## src/rtl/stream_mux_n.sv

```systemverilog
// stream_mux_n: N-channel, WIDTH-bit packet-aware stream multiplexer.
// Locks onto the requested channel for a whole packet and forwards its beats
// through a single registered output stage with a valid/ready handshake.
module stream_mux_n #(
    parameter int WIDTH = 8,
    parameter int N     = 4,
    parameter int SELW  = $clog2(N)
) (
    input  logic                 clk,
    input  logic                 rst,
    input  logic [SELW-1:0]      sel,
    input  logic [N*WIDTH-1:0]   din,
    input  logic [N-1:0]         din_valid,
    input  logic [N-1:0]         din_last,
    output logic [N-1:0]         din_ready,
    output logic [WIDTH-1:0]     dout,
    output logic                 dout_valid,
    output logic                 dout_last,
    input  logic                 dout_ready,
    output logic                 busy,
    output logic [SELW-1:0]      active_ch,
    output logic                 sel_err
);

    typedef enum logic [0:0] {
        ST_IDLE   = 1'b0,
        ST_LOCKED = 1'b1
    } state_t;

    // Valid vector padded to the full select range so sel >= N indexes a zero.
    localparam int              NP  = 1 << SELW;
    localparam logic [SELW:0]   N_L = (SELW + 1)'(N);

    state_t                 r_state;
    state_t                 w_state_nxt;
    logic [WIDTH-1:0]       r_dout;
    logic [WIDTH-1:0]       w_dout_nxt;
    logic                   r_dout_valid;
    logic                   w_dout_valid_nxt;
    logic                   r_dout_last;
    logic                   w_dout_last_nxt;
    logic                   r_busy;
    logic                   w_busy_nxt;
    logic [SELW-1:0]        r_active_ch;
    logic [SELW-1:0]        w_active_ch_nxt;
    logic                   r_sel_err;
    logic                   w_sel_err_nxt;

    logic [NP-1:0]          w_valid_ext;
    logic                   w_sel_ok;
    logic [WIDTH-1:0]       w_ch_data;
    logic                   w_ch_valid;
    logic                   w_ch_last;
    logic                   w_out_free;
    logic                   w_accept;

    assign w_valid_ext = NP'(din_valid);
    assign w_sel_ok    = ({1'b0, sel} < N_L);
    // Output register can take a new beat when empty or being drained.
    assign w_out_free  = !r_dout_valid || dout_ready;
    assign w_accept    = (r_state == ST_LOCKED) && w_ch_valid && w_out_free;

    // Pick the data, valid and last of the locked channel.
    always_comb begin
        w_ch_data  = {WIDTH{1'b0}};
        w_ch_valid = 1'b0;
        w_ch_last  = 1'b0;
        for (int k = 0; k < N; k++) begin
            if (r_active_ch == SELW'(k)) begin
                w_ch_data  = din[k*WIDTH +: WIDTH];
                w_ch_valid = din_valid[k];
                w_ch_last  = din_last[k];
            end else begin
                w_ch_data  = w_ch_data;
            end
        end
    end

    // Only the locked channel ever sees ready; everything else stays at 0.
    always_comb begin
        din_ready = {N{1'b0}};
        if (r_state == ST_LOCKED) begin
            for (int k = 0; k < N; k++) begin
                din_ready[k] = (r_active_ch == SELW'(k)) && w_out_free;
            end
        end else begin
            din_ready = {N{1'b0}};
        end
    end

    // Next-state logic: lock/unlock decisions and output-stage updates.
    always_comb begin
        w_state_nxt      = r_state;
        w_busy_nxt       = r_busy;
        w_active_ch_nxt  = r_active_ch;
        w_sel_err_nxt    = 1'b0;
        w_dout_nxt       = r_dout;
        w_dout_valid_nxt = r_dout_valid;
        w_dout_last_nxt  = r_dout_last;

        case (r_state)
            ST_IDLE: begin
                if (!w_sel_ok) begin
                    w_sel_err_nxt = 1'b1;
                end else if (w_valid_ext[sel]) begin
                    w_state_nxt     = ST_LOCKED;
                    w_active_ch_nxt = sel;
                    w_busy_nxt      = 1'b1;
                end else begin
                    w_state_nxt = ST_IDLE;
                end
            end
            ST_LOCKED: begin
                if (w_accept && w_ch_last) begin
                    w_state_nxt = ST_IDLE;
                    w_busy_nxt  = 1'b0;
                end else begin
                    w_state_nxt = ST_LOCKED;
                end
            end
            default: begin
                w_state_nxt = ST_IDLE;
                w_busy_nxt  = 1'b0;
            end
        endcase

        // The last beat may still sit here after unlocking; it drains on dout_ready.
        if (w_accept) begin
            w_dout_nxt       = w_ch_data;
            w_dout_last_nxt  = w_ch_last;
            w_dout_valid_nxt = 1'b1;
        end else if (dout_ready) begin
            w_dout_valid_nxt = 1'b0;
        end else begin
            w_dout_valid_nxt = r_dout_valid;
        end
    end

    // State and output registers with synchronous reset taking priority.
    always_ff @(posedge clk) begin
        if (rst) begin
            r_state      <= ST_IDLE;
            r_busy       <= 1'b0;
            r_active_ch  <= {SELW{1'b0}};
            r_sel_err    <= 1'b0;
            r_dout       <= {WIDTH{1'b0}};
            r_dout_valid <= 1'b0;
            r_dout_last  <= 1'b0;
        end else begin
            r_state      <= w_state_nxt;
            r_busy       <= w_busy_nxt;
            r_active_ch  <= w_active_ch_nxt;
            r_sel_err    <= w_sel_err_nxt;
            r_dout       <= w_dout_nxt;
            r_dout_valid <= w_dout_valid_nxt;
            r_dout_last  <= w_dout_last_nxt;
        end
    end

    assign dout       = r_dout;
    assign dout_valid = r_dout_valid;
    assign dout_last  = r_dout_last;
    assign busy       = r_busy;
    assign active_ch  = r_active_ch;
    assign sel_err    = r_sel_err;

endmodule

```

## config.mk

```make
export PLATFORM = sky130hd
export DESIGN_NAME = stream_mux_n
export DESIGN_NICKNAME = d
export VERILOG_FILES = /design/src/rtl/stream_mux_n.sv
export SDC_FILE = /design/constraint.sdc
export NUM_CORES = 1
export LEC_CHECK = 0
export ABC_AREA = 1
export BUFFER_PORTS_ARGS = -buffer_cell sky130_fd_sc_hd__buf_2
export CAP_MARGIN = 25
export CORE_ASPECT_RATIO = 1.5
export CORE_MARGIN = 3
export CORE_UTILIZATION = 30
export CTS_BUF_LIST = sky130_fd_sc_hd__clkbuf_4
export DETAILED_ROUTE_END_ITERATION = 7
export PLACE_DENSITY = 0.67
export SYNTH_ARGS = -nofsm -noshare
export SYNTH_HDL_FRONTEND = slang
export SYNTH_SLANG_ARGS = --single-unit
```

## constraint.sdc

```tcl
create_clock -name clk -period 1.4 [get_ports clk]
set_input_delay 0 -clock clk [delete_from_list [all_inputs] [get_ports clk]]
set_output_delay 0 -clock clk [all_outputs]
set_load 0.01 [all_outputs]
```

Yosys cells after proc, flatten, opt, wreduce, memory -nomap -nowiden
Index checks and enable logic that the tools add are counted.

Register bits: 14. Input port bits: 45. Output and inout bits: 18. Logic and storage cells: 49.

$lt $le $gt $ge: 1. Equality and inequality tests: 5. Mux-type cells: 23. Bitwise operators: 1. Reduce and logical (&&, ||, !) cells: 13.

Operator list (number): $mux 8 (4); $mux 1 (15); $logic_and 1x1->1 (7); $eq 2x2->1 const B (2); $mux 4 (1); $pmux 1 s2 (2); $reduce_and 2->1 (2); $lt 2x3->1 const B (1); $bmux 1 s2 (1); $eq 2x1->1 const B (1); $logic_not 2->1 (1); $ne 2x1->1 const B (1); $ne 2x2->1 const B (1); $reduce_bool 2->1 (1); $logic_not 1->1 (1); $logic_or 1x1->1 (1); $not 1->1 (1).

Longest topological paths before layout
Gate-level depths: netlist of the first run.

Depth in word-level cells: 10. Gate-level depth with buffers: 10. Gate-level depth less buffers: 9.

Worst setup path before layout of the first run
OpenSTA, ideal clock, no wires.

Kind: register -> register. From: reg r_active_ch[0] (netlist: active_ch[0]). To: reg r_dout[1] (netlist: dout[1]). Library setup time: 0.133 ns. Arrival: 1.187 ns. Required time: 1.267 ns. Slack: 0.080 ns. Cell stages (with the launch flop): 11. Path buffers: 1. Period minus slack after synthesis: 1.320 ns. Cell sequence: dfxtp_1 -> buf_6 -> nor2_8 -> nand2_4 -> nand3_2 -> nand2_2 -> nand3_4 -> inv_8 -> nand2_2 -> o21ai_2 -> nor2_2.

Word-level cells in the longest chain between the ends: 7. Elaborated cells between the ends (all ways): 14. Classes of those cells: 3 x eq/ne; 8 x mux; 3 x reduce/logical.

Ends and longest elaborated chain: start, declared (line 44) `logic [SELW-1:0] r_active_ch;`; start signal, assigned (line 144) `r_active_ch <= {SELW{1'b0}};`; start signal, assigned (line 152) `r_active_ch <= w_active_ch_nxt;`; $logic_not 2->1 (line 69) `if (r_active_ch == SELW'(k)) begin`; $mux 1 (4 in a row) (line 69); $logic_and 1x1->1 (2 in a row) (line 61) `assign w_accept = (r_state == ST_LOCKED) && w_ch_valid && w_out_free;`; end signal, assigned (line 146) `r_dout <= {WIDTH{1'b0}};`; end signal, assigned (line 154) `r_dout <= w_dout_nxt;`; end, declared (line 36) `logic [WIDTH-1:0] r_dout;`.

Parallel ways exist; a longest one is shown, timed or not. A chain may end at the register's enable or synchronous reset.

Worst setup path in the final report of the first run
From: reg r_active_ch[1] (netlist: active_ch[1]). To: reg r_dout[6] (netlist: dout[6]).

The elaborated chain is that of the path after synthesis.

==> flow_metrics.env, run 1 <==
export IMPL_numPortBuffers=61
export IMPL_synth_seq_area_share=0.289
export IMPL_area_growth_pct=46.8
export IMPL_max_stage_delay_ns=0.35
export IMPL_grt_pass1_wl_um=4890
export IMPL_vdd_drop_max_uv=446
export IMPL_clock_skew_ns=0.00280
export IMPL_crit_path_top_delay_cell="dfxtp_2"
export IMPL_synthTopCellsByArea="dfxtp_1 (29%), nand2_1 (17%), nand2_2 (5.8%)"
export IMPL_globalRouteOverflowTotal=0
export IMPL_fmax_ghz=0.739
export IMPL_post_dp_cell_area_um2=1370
export IMPL_syn_num_nets=186
export IMPL_synth_top_area_frac=0.289
export IMPL_maxCapViolCount=0
export IMPL_die_h_um=75.6
export IMPL_synth_edf_count=0
export IMPL_gp_congestion=0.812
export IMPL_synthesis_area_um2=970
export IMPL_synth_largest_area_cell="dfxtp_1"
export IMPL_rsz0062_at_grt="false"
export IMPL_drc=0
export IMPL_dr_total_vias=1171
export IMPL_via_per_inst=4.67
export IMPL_yosys_cell_types_count=25
export IMPL_ys_ff_latch=14
export IMPL_synth_yosys_warnings=0
export IMPL_outcome="complete, no violations"
export IMPL_ctsHoldBuffers=0
export IMPL_routedWlPerCell_um=12.4
export IMPL_whs_path_depth=3
export IMPL_grt_max_degree=14
export IMPL_final_util=0.474
export IMPL_synthTopCellsByCount="nand2_1 (45), dfxtp_1 (14), inv_1 (10)"
export IMPL_cts_tree="yes"
export IMPL_postSynthAreaPerCell_um2=6.88
export IMPL_first_iter_violations=26
export IMPL_maxSlewViolCount=0
export IMPL_grt_usage=0.165
export IMPL_diodes=0
export IMPL_totalNegativeSetupSlack_ns=0
export IMPL_h_tree_depth=1
export IMPL_finalSetupViolations=0
export IMPL_critPathRequiredTime_ns=1.57
export IMPL_r2r_cells=8
export IMPL_cts_sinks=14
export IMPL_path_max_fanout=6
export IMPL_final_min_clock_period_ns=1.35
export IMPL_core_area_um2=3000
export IMPL_power_mw=1.24
export IMPL_endpoint_kind="flip-flop"
export IMPL_io_pins=63
export IMPL_power_density_nw_per_um2=867
export IMPL_die_area_um2=3960
export IMPL_synthMostInstantiatedCell="nand2_1"
export IMPL_path_class="flip-flop to flip-flop"
export IMPL_dp_slack_ns=0.0518
export IMPL_drive_above_1_share=0.514
export IMPL_dp_hpwl_um=2520
export IMPL_die_width_um=52.4
export IMPL_cp_data_arrival_time_ns=1.52
export IMPL_hold_slack_ns=0.0513
export IMPL_syn_inst=141
export IMPL_p_leak_nw=0.729
export IMPL_dominantRegCellSynth="dfxtp_1"
export IMPL_min_period_over_period=0.967
export IMPL_dr_pass1_iters=4
export IMPL_initial_core_util=0.323
export IMPL_clk_pin_slew_ns=0.09
export IMPL_drt_total_wl_um=3110
export IMPL_dpl_cell_count=246
export IMPL_critPathLaunchType="flip-flop"
export IMPL_cts_buffers=3
export IMPL_finalNonFillerCells=251
export IMPL_cts_root_buffer="clkbuf_4"
export IMPL_hold_class="input pin to flip-flop"
export IMPL_fin_ws_ns=0.0460
export IMPL_cts_max_path_buffers=2
export IMPL_clkLatencyLatePin_ns=0.28
export IMPL_fin_nets=258
export IMPL_path_cells="buf_12, nand2_4, nor2_1, nor2_2, nand3_4, buf_4, nand2_1, a21oi_2"
export IMPL_grt_pass1_vias=1161
export IMPL_row_count=24
export IMPL_hold_violations=0
export IMPL_async_flop_share=0
export IMPL_antenna_found_initial=0
export IMPL_final_cell_area_um2=1420
export IMPL_detail_route_antenna_nets=0
## power by group
part	internal (mW)	switching, mW
registers	0.438	0.0249
logic	0.233	0.294
clock network	0.103	0.142
## area by class of cell
type | instances | area (µm²)
Multi-Input combinational cell | 109 | 602
Clock buffer | 3 | 22.5
Tap cell | 39 | 48.8
Inverter | 13 | 56.3
Timing Repair Buffer | 72 | 408
Sequential cell | 14 | 283
Fill cell | 335 | 1580
Clock inverter | 1 | 3.75
## state kept, by name, indices dropped and copies added, names as in the netlist
| name | count |
|---|---|
| busy | 1 |
| r_state | 1 |
| dout | 8 |
| active_ch | 2 |
| dout_last | 1 |
| dout_valid | 1 |
## routing by layer
| metal | up-vias | track usage | share of wire |
|---|---|---|---|
| li1 | 601 | - | - |
| met2 | 47 | 0.308 | 0.52 |
| met3 | 8 | 0.0391 | 0.083 |
| met1 | 515 | 0.160 | 0.37 |
| met4 | 0 | 0.0994 | 0.023 |
| met5 | - | 0 | 0 |
## critical path, delay by kind of cell, from the launching register on
kind | cells | cell delay (ns)
DFF | 1 | 0.35
AOI/OAI and AO/OA | 1 | 0.06
buffers and inverters | 2 | 0.31
and+or+nand+nor | 5 | 0.51
## cell usage in the layout, fill, tap and decap left out, drive strengths merged
cell and count:
buf 72, nand2 56, dfxtp 14, inv 13, a21oi 13, nand3 11
o21ai 10, nor2 8, nand4 7, clkbuf 3, nor3 3, conb 1
clkinv 1
## cell families (layout without fill, tap and decap cells)
kind of cell | count (synthesis) | in the layout | share of synthesized area
AO/OA/AOI/OAI | 23 | 23 | 0.150
buffers and inverters | 18 | 89 | 0.0981
AND/OR/NAND/NOR | 85 | 85 | 0.459
flip-flops | 14 | 14 | 0.289
other | 1 | 1 | 0.00387
## path summary, 6_finish.rpt
kind	from	end	slack (ns)
setup / recovery	active_ch[1]	dout[6]	0.05
hold / removal	sel[1]	active_ch[1]	0.05
setup reg to reg	active_ch[1]	dout[6]	0.05
hold reg to reg	busy	busy	0.47
## timing repair
item | CTS | global route
setup endpoints to repair | 0 | 9
gates resized for setup | 0 | 6
hold endpoints to repair | 0 | 0
setup buffers | 0 | 1
No activity file was read; power rests on OpenSTA's default activity.
==> run 2: changes to the inputs <==
--- a/config.mk
+++ b/config.mk
@@ -8,12 +8,15 @@
 export ABC_AREA = 1
 export BUFFER_PORTS_ARGS = -buffer_cell sky130_fd_sc_hd__buf_2
 export CAP_MARGIN = 25
+export CELL_PAD_IN_SITES_DETAIL_PLACEMENT = 2
+export CELL_PAD_IN_SITES_GLOBAL_PLACEMENT = 2
 export CORE_ASPECT_RATIO = 1.5
 export CORE_MARGIN = 3
-export CORE_UTILIZATION = 30
+export CORE_UTILIZATION = 21
 export CTS_BUF_LIST = sky130_fd_sc_hd__clkbuf_4
 export DETAILED_ROUTE_END_ITERATION = 7
-export PLACE_DENSITY = 0.67
+export GPL_TIMING_DRIVEN = 0
+export PLACE_DENSITY = 0.89
 export SYNTH_ARGS = -nofsm -noshare
 export SYNTH_HDL_FRONTEND = slang
 export SYNTH_SLANG_ARGS = --single-unit
==> run 2 against run 1 <==
Effect of this change:
- critical path depth is 4 lower
- global-route usage is 1.4 points lower
- wire length is 38% higher
- non-clock buffer count is 9 higher
- die area is 38% higher
- highest routed layer unchanged
- register-to-register slack worse by 0.02 ns
- largest power group unchanged
- fmax is 2.8% lower
- clock skew is 0.0064 ns higher
- combinational power is 26% higher
- flip-flop and latch count stayed put
==> flow_metrics.env, run 2 (synthesis results as in run 1) <==
export IMPL_final_util=0.370
export IMPL_r2r_cells=10
export IMPL_largest_reg_flops=8
export IMPL_clock_skew_ns=0.00919
export IMPL_globalRouteOverflowTotal=0
export IMPL_dp_slack_ns=-0.117
export IMPL_initial_core_util=0.223
export IMPL_post_dp_cell_area_um2=1330
export IMPL_cts_max_path_buffers=2
export IMPL_cts_tree="yes"
export IMPL_multi_input_area_um2=677
export IMPL_p_leak_nw=0.779
export IMPL_detail_route_antenna_nets=0
export IMPL_die_area_um2=5490
export IMPL_grt_pass1_vias=1352
export IMPL_crit_end="din_ready[0]"
export IMPL_drive_above_1_share=0.561
export IMPL_cts_root_buffer="clkbuf_4"
export IMPL_worst_pin_slew_ns=0.687
export IMPL_dr_pass1_iters=2
export IMPL_rsz0062_at_grt="true"
export IMPL_first_iter_violations=24
export IMPL_critPathLaunchType="flip-flop"
export IMPL_dp_hpwl_um=3180
export IMPL_cp_data_arrival_time_ns=1.39
export IMPL_path_class="flip-flop to output pin"
export IMPL_drt_total_wl_um=4290
export IMPL_area_growth_pct=66.1
export IMPL_cts_sinks=14
export IMPL_fin_ws_ns=0.00660
export IMPL_dr_total_vias=1294
export IMPL_finalSetupViolations=0
export IMPL_fmax_ghz=0.718
export IMPL_diodes=0
export IMPL_hold_class="input pin to flip-flop"
export IMPL_maxCapViolCount=0
export IMPL_numPortBuffers=61
export IMPL_hold_violations=0
export IMPL_die_h_um=89.2
export IMPL_worstHoldStart="sel[1]"
export IMPL_final_common_cell="buf_2"
export IMPL_finalNonFillerCells=269
export IMPL_fill_cells=535
export IMPL_final_min_clock_period_ns=1.39
export IMPL_grt_pass1_wl_um=6180
export IMPL_via_per_inst=4.81
export IMPL_reg2reg_to="dout[1]"
export IMPL_totalNegativeSetupSlack_ns=0
export IMPL_r2r_setup_slack_ns=0.03
export IMPL_core_area_um2=4350
export IMPL_critPathRequiredTime_ns=1.40
export IMPL_routedWlPerCell_um=16.0
export IMPL_io_pins=63
export IMPL_drc=0
export IMPL_grt_max_degree=11
export IMPL_endpoint_kind="output pin"
export IMPL_cts_buffers=3
export IMPL_grt_usage=0.151
export IMPL_r2r_start="active_ch[1]"
export IMPL_final_cell_mix="buf_2 (61), nand2_1 (41), buf_4 (14), dfxtp_1 (12), nand2_2 (11)"
export IMPL_gp_congestion=0.704
export IMPL_seqCellArea_um2=283
export IMPL_startpoint="active_ch[0]"
export IMPL_power_density_nw_per_um2=845
export IMPL_final_cell_area_um2=1610
export IMPL_clkLatencyLatePin_ns=0.28
export IMPL_slew_headroom=0.542
export IMPL_maxSlewViolCount=0
export IMPL_fin_nets=269
export IMPL_outcome="complete, no violations"
export IMPL_vdd_drop_max_uv=622
export IMPL_path_max_fanout=10
export IMPL_min_period_over_period=0.995
export IMPL_die_width_um=61.5
export IMPL_clk_pin_slew_ns=0.09
export IMPL_row_count=29
export IMPL_h_tree_depth=1
export IMPL_antenna_found_initial=0
export IMPL_dpl_cell_count=248
-- run 2: how the worst min path moves through the flow --
stage                         endpoint  slack [ns]  cells past startpoint
after floorplan                   busy        0.07                      1
after global placement       dout_last        0.21                      2
after detailed placement          busy        0.21                      2
after CTS                         busy       -0.09                      2
after global routing      active_ch[1]        0.06                      3
final                     active_ch[1]        0.06                      3
-- run 2: per-layer routing --
metal  vias to the layer above  global-route usage  wire length (µm)
met3                         2              0.0376               210
met5                         -                   0                 0
met2                        39               0.309              2520
met4                         0             0.00579                 7
li1                        629                   -                 -
met1                       624               0.154              1550
-- run 2: where the power goes --
| part | total (mW) | leakage [nW] | switching (mW) | internal [mW] |
|---|---|---|---|---|
| sequential | 0.465 | 0.115 | 0.0268 | 0.438 |
| clock | 0.230 | 0.0154 | 0.127 | 0.103 |
| combinational | 0.666 | 0.649 | 0.378 | 0.288 |
-- run 2: through the flow --
| step | power, mW | hold slack, ns |
|---|---|---|
| after floorplan | 0.786 | 0.0691 |
| after global routing | 1.46 | 0.0582 |
| after global placement | 0.963 | 0.206 |
| after CTS | 1.30 | -0.0945 |
| after detailed placement | 0.983 | 0.207 |
| final | 1.36 | 0.0617 |
-- run 2: repair_timing --
item,in CTS,in global routing
cloned,2,0
setup endpoints to repair,11,15
pin swaps,3,6
endpoints found under the hold margin,2,2
buffers inserted,9,5
gates resized for setup,11,22
-- run 2: final cells by class --
type / count / area share
clock buffers: 3 / 0.0140
repair buffers: 76 / 0.263
repair inverters: 1 / 0.00544
flip-flops and latches: 14 / 0.176
multi-input cells: 110 / 0.420
well taps: 46 / 0.0357
plain buffers: 5 / 0.0365
inverters: 13 / 0.0466
clock inverters: 1 / 0.00233
-- run 2: worst max-delay path: stages, from the launching register on --
cell and delay (ns):
dfxtp_2 0.34, buf_12 0.14, clkbuf_4 0.19, nor3_1 0.26, buf_2 0.18
